## src/rtl/uart_pkg.sv

```systemverilog
// Shared UART definitions: transmit FSM states, default frame constants and parity helper.
// Build macro UART_TX_PARITY_EN adds the PARITY state to the transmit FSM.
package uart_pkg;

  localparam int UART_CLKS_PER_BIT = 16;
  localparam int UART_DATA_WIDTH   = 8;
  localparam int UART_STOP_BITS    = 1;
  localparam int UART_PARITY_MAX_W = 32;

`ifdef UART_TX_PARITY_EN
  typedef enum logic [2:0] {
    ST_IDLE,
    ST_START,
    ST_DATA,
    ST_PARITY,
    ST_STOP
  } uart_tx_state_t;
`else
  typedef enum logic [2:0] {
    ST_IDLE,
    ST_START,
    ST_DATA,
    ST_STOP
  } uart_tx_state_t;
`endif

  // Even parity: the parity bit makes the total count of ones even.
  function automatic logic even_parity(input logic [UART_PARITY_MAX_W-1:0] d);
    return ^d;
  endfunction

endpackage

```

## src/rtl/uart_baud_tick.sv

```systemverilog
// Bit-period counter: counts 0..CLKS_PER_BIT-1 and flags the last cycle of each bit.
// Shared by transmit and receive paths.
module uart_baud_tick
  import uart_pkg::*;
#(
  parameter int CLKS_PER_BIT = UART_CLKS_PER_BIT
) (
  input  logic clk,
  input  logic rst,
  input  logic clear,
  output logic tick
);

  localparam int CNT_W = (CLKS_PER_BIT > 1) ? $clog2(CLKS_PER_BIT) : 1;
  localparam logic [CNT_W-1:0] LAST = CNT_W'(CLKS_PER_BIT - 1);

  logic [CNT_W-1:0] cnt;

  always_ff @(posedge clk) begin
    if (rst || clear || tick) cnt <= '0;
    else                      cnt <= cnt + CNT_W'(1);
  end

  assign tick = (cnt == LAST);

endmodule

```

## src/rtl/uart_tx_serializer.sv

```systemverilog
// UART transmit serializer: start bit, data LSB-first, optional even parity, stop bits.
// Build macro UART_TX_PARITY_EN inserts the even parity bit after the data bits.
module uart_tx_serializer
  import uart_pkg::*;
#(
  parameter int CLKS_PER_BIT = UART_CLKS_PER_BIT,
  parameter int DATA_WIDTH   = UART_DATA_WIDTH,
  parameter int STOP_BITS    = UART_STOP_BITS
) (
  input  logic                  clk,
  input  logic                  rst,
  input  logic [DATA_WIDTH-1:0] data_in,
  input  logic                  data_valid,
  output logic                  data_ready,
  output logic                  tx,
  output logic                  busy,
  output logic                  done
);

  localparam int IDX_W = $clog2(DATA_WIDTH + 1);
  localparam logic [IDX_W-1:0] LAST_IDX = IDX_W'(DATA_WIDTH - 1);
  localparam logic LAST_STOP = 1'(STOP_BITS - 1);

  uart_tx_state_t        state, state_nxt;
  logic [DATA_WIDTH-1:0] shift, shift_nxt;
  logic [IDX_W-1:0]      bit_idx, bit_idx_nxt;
  logic                  stop_idx, stop_idx_nxt;
  logic                  tx_q, tx_nxt;
  logic                  done_c;
  logic                  tick;
  logic                  hs;

  assign data_ready = (state == ST_IDLE) && !rst;
  assign hs         = data_valid && data_ready;
  assign busy       = (state != ST_IDLE);
  assign done       = done_c && !rst;
  assign tx         = tx_q;

  uart_baud_tick #(.CLKS_PER_BIT(CLKS_PER_BIT)) u_baud (
    .clk   (clk),
    .rst   (rst),
    .clear (state == ST_IDLE),
    .tick  (tick)
  );

`ifdef UART_TX_PARITY_EN
  logic par_bit;

  always_ff @(posedge clk) begin
    if (hs) par_bit <= even_parity(UART_PARITY_MAX_W'(data_in));
  end
`endif

  always_ff @(posedge clk) begin
    if (rst) begin
      state    <= ST_IDLE;
      bit_idx  <= '0;
      stop_idx <= 1'b0;
      tx_q     <= 1'b1;
    end else begin
      state    <= state_nxt;
      bit_idx  <= bit_idx_nxt;
      stop_idx <= stop_idx_nxt;
      tx_q     <= tx_nxt;
    end
    shift <= shift_nxt;
  end

  always_comb begin
    state_nxt    = state;
    shift_nxt    = shift;
    bit_idx_nxt  = bit_idx;
    stop_idx_nxt = stop_idx;
    done_c       = 1'b0;
    case (state)
      ST_IDLE: begin
        if (hs) begin
          state_nxt    = ST_START;
          shift_nxt    = data_in;
          bit_idx_nxt  = '0;
          stop_idx_nxt = 1'b0;
        end
      end
      ST_START: if (tick) state_nxt = ST_DATA;
      ST_DATA: begin
        if (tick) begin
          if (bit_idx == LAST_IDX) begin
`ifdef UART_TX_PARITY_EN
            state_nxt = ST_PARITY;
`else
            state_nxt = ST_STOP;
`endif
          end else begin
            shift_nxt   = shift >> 1;
            bit_idx_nxt = bit_idx + IDX_W'(1);
          end
        end
      end
`ifdef UART_TX_PARITY_EN
      ST_PARITY: if (tick) state_nxt = ST_STOP;
`endif
      ST_STOP: begin
        if (tick) begin
          if (stop_idx == LAST_STOP) begin
            state_nxt = ST_IDLE;
            done_c    = 1'b1;
          end else begin
            stop_idx_nxt = 1'b1;
          end
        end
      end
      default: state_nxt = ST_IDLE;
    endcase

    // tx is registered, so it is decoded from the state being entered
    tx_nxt = 1'b1;
    case (state_nxt)
      ST_START:  tx_nxt = 1'b0;
      ST_DATA:   tx_nxt = shift_nxt[0];
`ifdef UART_TX_PARITY_EN
      ST_PARITY: tx_nxt = par_bit;
`endif
      default:   tx_nxt = 1'b1;
    endcase
  end

endmodule

```

## config.mk

```make
export PLATFORM = sky130hd
export DESIGN_NAME = uart_tx_serializer
export DESIGN_NICKNAME = d
export VERILOG_FILES = /design/src/rtl/uart_pkg.sv /design/src/rtl/uart_baud_tick.sv /design/src/rtl/uart_tx_serializer.sv
export SDC_FILE = /design/constraint.sdc
export NUM_CORES = 1
export LEC_CHECK = 0
export ABC_AREA = 1
export CORE_MARGIN = 1.5
export CORE_UTILIZATION = 45
export CTS_CLUSTER_DIAMETER = 150
export DETAILED_ROUTE_END_ITERATION = 10
export PLACE_DENSITY_LB_ADDON = 0.12
export RECOVER_POWER = 25
export SYNTH_ARGS = -nofsm -noshare
export SYNTH_HDL_FRONTEND = slang
export SYNTH_SLANG_ARGS = --single-unit
```

## constraint.sdc

```tcl
create_clock -name clk -period 1.7 [get_ports clk]
set_input_delay 0.34 -clock clk [delete_from_list [all_inputs] [get_ports clk]]
set_output_delay 0.34 -clock clk [all_outputs]
set_load 0.01 [all_outputs]
```

==> results.txt, run 1 <==
- By area the synthesized netlist is led by sky130_fd_sc_hd__dfxtp_1, sky130_fd_sc_hd__edfxtp_1, sky130_fd_sc_hd__nor2_1, sky130_fd_sc_hd__nand2_1, sky130_fd_sc_hd__a22o_1.
- Endpoint, Worst Hold: bit_idx[0]$_SDFFE_PP0P_
* Multi-input combinational cell area: 458 sq um
* Num CTS Buffers: 3
- Post-DR vias/cell: 4.78
* Area of the mapped netlist: 971 sq um
- For this run, the register share of the synthesized area comes to 0.485.
- For this configuration, the core starts out at a cell density of 0.485.
* Overall Power: 848 uW
* Area enclosed by the die boundary: 2450 sq um
- 15 I/O pins were placed.
* Most used routing layer: met2
* Buffer levels on the longest clock path: 2
- Arrival time worst endpoint: 1.30 ns
- Area grow syn2layout: 28.2%
- Standard-cell row count: 16
* Pre-CTS setup slack: -0.269 ns
- Result of the run: finished, final reports clean
* Worst IR Drop VDD: 0.506 mV
- The first routing iteration left 12 violations.
* Cell count after synthesis: 111
* Max frequency: 610 MHz
- Of the post-synthesis cell area, the dominant cell type holds 0.268.
* Max Fanout on Critical Path: 6
* Antenna violations before repair: 0
* Final-report hold violation count: 0
* Met2 usage: 0.291
* Pin count of the biggest net entering global routing: 12
* Final setup slack of the worst path: 0.0616 ns
* Total via count in the routed design: 794
- Count of input and output buffers: 14
- Routability-driven placement finished with a final weighted congestion of 0.863.
* Final-stage net count: 153
* CTS tree: yes
- Post-layout instance area: 1240 sq um
- After detailed routing, the total wire length is 1860 um.
* Post-route clock skew: 0.00328 ns
- Hold Path Cell Cnt: 2
* Synthesized netlist net count: 124
- Endpoints failing setup: 0
- Placeable core region: 2000 sq um
* Yosys warning count: 0
- Die width: 49.5 um
- GRT Resource Usage Total: 0.172
- Total area of sequential cells: 473 sq um
* Clk pin slew, worst setup/hold paths: 0.11 ns
- Met3 track utilization from global routing: 0.0364
- Antenna violation net count after detailed routing: 0
* Max-slew violation count: 0
- In the global route stage, met1 resource usage came out at 0.208.
- Setup slack on the worst reg-to-reg path comes out at 0.18 ns.
* Pre-antenna DRT Iters: 4
- CTS H-Tree Depth: 1
* Post-Synthesis Mean Instance Area: 8.75 sq um
- Cell at the root of the clock tree: sky130_fd_sc_hd__clkbuf_4
* CTS sink count: 20
- Clock latency reported for the late side of the worst-skew pair: 0.30 ns
- The number of cells on the worst reg-to-reg path is 9.
* Proportion of layout cells with a drive suffix above 1: 0.209
- Count of state elements after synthesis: 20
* Hold Buf Count CTS: 0
- Average wire per cell in the routed design: 11.2 um
* Unrepaired setup endpoints after global routing: false
- The via count of the first global-routing pass came to 755.
* Total congestion overflow: 0
* Critical Path Source Type: primary input
- The worst register-to-register path begins at u_baud.cnt[0]$_SDFF_PP0_.
- Final period utilization: 0.964
- Counting I/O delays and the setup requirement, the final critical path takes 1.64 ns.
- The first global-routing pass estimated 3130 um of wire.
- Synthesis instantiated 24 different standard cells from the library.
- Hold/Removal Path Class: reg2reg
- Crit. End Element: primary output
- DP Area: 1220 sq um
* Max-capacitance violation count: 0
- STA puts the critical path data required time at 1.36 ns.
- Critical path class: in2out
- The filler cells instantiated in the layout total 178.
- Once placement completed, the tool counted placed cells totaling 162.
- LEAKAGE: 0.000531 uW
- After detailed routing, the number of remaining DRC violations is 0.
* Die Height: 49.5 um
* Hold path start: bit_idx[0]$_SDFFE_PP0P_
- The finished layout holds 166 standard cells, fillers aside.
* Count of antenna diodes in the layout: 0
* Top cell type by total area after synthesis: sky130_fd_sc_hd__dfxtp_1
- Post-DP HPWL: 1480 um
* Total power per unit cell area: 681 nW/um^2
* Setup Fix Bufs, Post-CTS: 0
- Crit Reg-Reg Endpoint: bit_idx[2]$_SDFFE_PP0P_
-- sequential cells by signal (all words and copies together), names as in the netlist --
register / cells
shift: 8
tx: 1
u_baud.cnt: 4
bit_idx: 4
state: 3
-- synthesized netlist by cell type (all sizes together) --
| master | number |
|---|---|
| nor2 | 23 |
| nand2 | 22 |
| dfxtp | 13 |
| inv | 13 |
| nand3 | 12 |
| edfxtp | 7 |
| a22o | 6 |
| a21oi | 3 |
| o21ai | 3 |
| ha | 2 |
| nand4 | 2 |
| and3 | 1 |
| conb | 1 |
| nor3b | 1 |
| nor4 | 1 |
| xor2 | 1 |
-- layout make-up --
class,instances,area share
Inverter,13,0.0392
Timing Repair Buffer,24,0.165
Clock inverter,1,0.00302
Clock buffer,3,0.0181
Sequential cell,20,0.380
Tap cell,27,0.0271
Multi-Input combinational cell,78,0.368
-- layer usage --
| layer | vias to the layer above | routed length, um | part of all wire |
|---|---|---|---|
| li1 | 422 | - | - |
| met1 | 360 | 866 | 0.46 |
| met2 | 8 | 911 | 0.49 |
| met3 | 4 | 47 | 0.025 |
| met4 | 0 | 37 | 0.020 |
| met5 | - | 0 | 0 |
-- placed cells by master, fill, tap and decap left out, types with 2 or more instances in the layout --
cell type / netlist / final
sky130_fd_sc_hd__ha_1: 2 / 2
sky130_fd_sc_hd__o21ai_0: 2 / 2
sky130_fd_sc_hd__clkbuf_4: 0 / 3
sky130_fd_sc_hd__clkdlybuf4s50_1: 0 / 11
sky130_fd_sc_hd__edfxtp_1: 7 / 7
sky130_fd_sc_hd__dfxtp_1: 13 / 11
sky130_fd_sc_hd__nor2_4: 3 / 3
sky130_fd_sc_hd__nand3_1: 10 / 10
sky130_fd_sc_hd__a22o_1: 6 / 6
sky130_fd_sc_hd__buf_4: 0 / 9
sky130_fd_sc_hd__dfxtp_2: 0 / 2
sky130_fd_sc_hd__a21oi_1: 3 / 3
sky130_fd_sc_hd__nor2_1: 20 / 20
sky130_fd_sc_hd__inv_2: 4 / 3
sky130_fd_sc_hd__nand2_1: 18 / 18
sky130_fd_sc_hd__inv_1: 9 / 10
sky130_fd_sc_hd__nand2_2: 3 / 3
-- worst max-delay path: stages --
cell	delay [ns]
sky130_fd_sc_hd__clkdlybuf4s50_1	0.43
sky130_fd_sc_hd__buf_4	0.17
sky130_fd_sc_hd__nor2_1	0.11
sky130_fd_sc_hd__clkdlybuf4s15_1	0.24
-- worst max path at each step --
stage	start	endpoint	slack (ns)	cells past startpoint
global route	u_baud.cnt[0]$_SDFF_PP0_	done	0.005	4
finish	rst	data_ready	0.06	4
global placement	rst	done	-0.24	3
CTS	rst	data_ready	0.04	4
detailed placement	rst	done	-0.27	3
floorplan	u_baud.cnt[0]$_SDFF_PP0_	done	0.34	3
-- per-stage QoR --
stage | utilization | setup TNS, ns | hold slack (ns)
after floorplan | - | 0 | 0.409
after global placement | 0.609 | -0.452 | 0.469
after detailed placement | 0.609 | -0.520 | 0.479
after CTS | 0.623 | 0 | 0.502
after global routing | 0.622 | 0 | 0.514
final | 0.622 | 0 | 0.501
-- what timing repair did --
action	CTS	global route
hold endpoints to repair	0	0
endpoints found under the setup margin	3	1
resized for setup	10	1
-- power breakdown --
group,internal (uW),leakage [uW],switching [uW]
sequential,509,0.000181,7.55
combinational,53.4,0.000335,45.5
clock,85.6,0.0000154,147
total,648,0.000531,200
-- logic make-up after synthesis --
| kind of cell | after synthesis | synth area share |
|---|---|---|
| AOI/OAI and AO/OA | 12 | 0.0850 |
| xor gates and xnor gates | 1 | 0.00902 |
| adders and majority gates | 2 | 0.0258 |
| buffers and inverters | 13 | 0.0503 |
| DFF | 20 | 0.485 |
| other | 1 | 0.00386 |
| and+or+nand+nor | 62 | 0.342 |
Note: power is estimated with default switching activity, not from simulation.
==> run 2: changes to the inputs <==
--- a/config.mk
+++ b/config.mk
@@ -10,6 +10,7 @@
 export CORE_UTILIZATION = 45
 export CTS_CLUSTER_DIAMETER = 150
 export DETAILED_ROUTE_END_ITERATION = 10
+export HOLD_SLACK_MARGIN = 0.1
 export PLACE_DENSITY_LB_ADDON = 0.12
 export RECOVER_POWER = 25
 export SYNTH_ARGS = -nofsm -noshare
==> results of run 2 <==
No change in the layout: final DEF, timing and power equal those of run 1.
==> run 3: changes to the inputs <==
--- a/config.mk
+++ b/config.mk
@@ -11,7 +11,7 @@
 export CTS_CLUSTER_DIAMETER = 150
 export DETAILED_ROUTE_END_ITERATION = 10
 export HOLD_SLACK_MARGIN = 0.1
-export PLACE_DENSITY_LB_ADDON = 0.12
+export PLACE_DENSITY_LB_ADDON = 0.2
 export RECOVER_POWER = 25
 export SYNTH_ARGS = -nofsm -noshare
 export SYNTH_HDL_FRONTEND = slang
==> results.txt, run 3 (synthesized netlist as in run 1, its figures left out) <==
- Result of the run: finished, final reports clean
* Clk pin slew, worst setup/hold paths: 0.10 ns
- Multi-input combinational cell area: 483 sq um
- Number of top-level design ports: 15
- Comb pwr share: 0.120
- Placeable core region: 2000 sq um
- Arrival time worst endpoint: 1.31 ns
- Antenna violation net count after detailed routing: 0
- Clock network fraction of total power: 0.271
* Final-stage net count: 153
- The number of antenna diodes in the final layout is 0.
* Count of routing violations after the opening detailed-route iteration: 18
- FILL cells: 167
- In the final layout, the registers with the most flip-flops are shift: 8 flops, bit_idx: 4 flops, u_baud.cnt: 4 flops.
- Buffer levels on the longest clock path: 2
- The HPWL after detailed placement is 1550 um.
- Of the cells placed in the final design, the portion with a size suffix greater than 1 is 0.237.
- In this run the number of H-tree levels came out at 1.
- TritonCTS built the clock tree.
* Cell at the root of the clock tree: sky130_fd_sc_hd__clkbuf_4
- Hold Buf Count CTS: 0
* Critical path class: in2out
- Worst Reg2Reg Path Length in Cells: 9
- DP Area: 1220 sq um
- Across every metal layer, demand over resource in global routing totals 0.179.
- Flip-flop count of the largest register after layout: 8
- The tree built by TritonCTS fans out to 20 sinks.
- Area grow syn2layout: 31.1%
* Endpoint, Worst Hold: bit_idx[0]$_SDFFE_PP0P_
* Most common library cell in the layout ignoring fill and taps: sky130_fd_sc_hd__nor2_1
- DRC Markers: 0
* Endpoints failing setup: 0
- The floorplan has 16 rows.
* Post-DR vias/cell: 5.11
- TritonCTS created 3 clock buffers.
* Count of input and output buffers: 14
- Entering global routing, the biggest net connects 12 pins.
- After routing, the total negative slack on setup checks comes to 0 ns.
* Total congestion overflow: 0
- The tightest min-delay check is of the reg2reg type.
- Last weighted congestion value of the routability-driven placer: 0.817
- Post-route clock skew: 0.00394 ns
* Die Height: 49.5 um
* Clock latency reported for the late side of the worst-skew pair: 0.30 ns
- The routed layout has 848 vias.
- Top register by number of flip-flops: shift
- For the finished layout, the period the worst path requires is 1.65 ns.
- Net switching fraction of the power: 0.231
- Final period utilization: 0.969
- The initial utilization of the core area, before any placement, comes to 0.485.
- In this run the critical register-to-register path is captured at bit_idx[1]$_SDFFE_PP0P_.
- For this design the ratio of total power to cell area is 669 nW/um^2.
- The first global-routing pass estimated 3350 um of wire.
- Hold path start: bit_idx[0]$_SDFFE_PP0P_
* Final cell utilization of the core: 0.636
- The worst setup path is launched from a primary input.
* Max frequency: 607 MHz
- Before antenna repair, the detailed router went through 4 iterations.
* Hold Path Cell Cnt: 2
- The die covers 2450 sq um.
* Routed wire length: 2030 um
- Antenna violations before repair: 0
- Max-cap violations in this run came to 0.
- The finished cells cover 1270 sq um.
- The number of pins exceeding their max-slew limit in the final report was 0.
- The setup check on the worst reg-to-reg path leaves a slack of 0.15 ns.
* LEAKAGE: 0.000530 uW
- Crit. End Element: primary output
* Net switching power figure: 196 uW
- The die is 49.5 um wide.
- Reg-to-Reg Start: u_baud.cnt[0]$_SDFF_PP0_
- The library cells used most frequently in the layout, excluding fill and tap cells, are sky130_fd_sc_hd__nor2_1, sky130_fd_sc_hd__nand2_1, sky130_fd_sc_hd__clkdlybuf4s50_1.
- The final hold violation count was 0.
- Unrepaired setup endpoints after global routing: true
* Total area of sequential cells: 475 sq um
- Max Fanout on Critical Path: 6
- Average wire per cell in the routed design: 12.2 um
- Data required, critical path: 1.36 ns
* Via count of the first global-routing pass: 755
* Worst IR Drop VDD: 0.524 mV
- The internal power of the cells totals 655 uW.
- Of the total power, registers draw 0.608.
[run 3: critical path, stage by stage]
cell and delay [ns]:
sky130_fd_sc_hd__clkdlybuf4s50_1 0.44, sky130_fd_sc_hd__buf_4 0.17, sky130_fd_sc_hd__nor2_1 0.11, sky130_fd_sc_hd__clkdlybuf4s15_1 0.24
[run 3: power by group through the flow]
stage / clock network [uW] / registers, uW / logic (uW)
after detailed placement: 0 / 527 / 103
final: 231 / 518 / 103
after CTS: 239 / 516 / 103
after global placement: 0 / 526 / 100
after global routing: 259 / 519 / 112
after floorplan: 0 / 527 / 44.6
[run 3: repair_timing]
item                                    CTS  global route
buffers inserted                          0             0
pin swaps                                 0             1
gates cloned                              0             0
endpoints found under the setup margin    3             3
resized for setup                         9             7
[run 3: area by class of cell]
class	instances	area share
sequential	20	0.374
clock buffer	4	0.0206
tap	27	0.0265
timing repair buffer	24	0.161
inverter	13	0.0383
multi-input combinational	78	0.380
[run 3: how the worst max path moves through the flow]
stage / start / endpoint / slack [ns]
after floorplan: u_baud.cnt[0]$_SDFF_PP0_ / done / 0.34
after global placement: rst / done / -0.24
after detailed placement: rst / done / -0.30
after CTS: rst / data_ready / 0.03
after global routing: u_baud.cnt[0]$_SDFF_PP0_ / done / -0.01
final: rst / data_ready / 0.05
[run 3: metal layers]
layer,wire length (um),track usage,part of all wire
met5,0,0,0
met4,25,0.0556,0.012
met3,81,0.0364,0.040
met1,877,0.232,0.43
met2,1040,0.300,0.51
[run 3: through the flow]
stage | total power, uW | hold WS [ns] | setup WS, ns | instances
after global routing | 891 | 0.523 | -0.0106 | 166
final | 852 | 0.502 | 0.0533 | 166
after detailed placement | 630 | 0.480 | -0.304 | 162
after floorplan | 571 | 0.409 | 0.341 | 111
after CTS | 858 | 0.504 | 0.0317 | 166
after global placement | 626 | 0.467 | -0.236 | 162
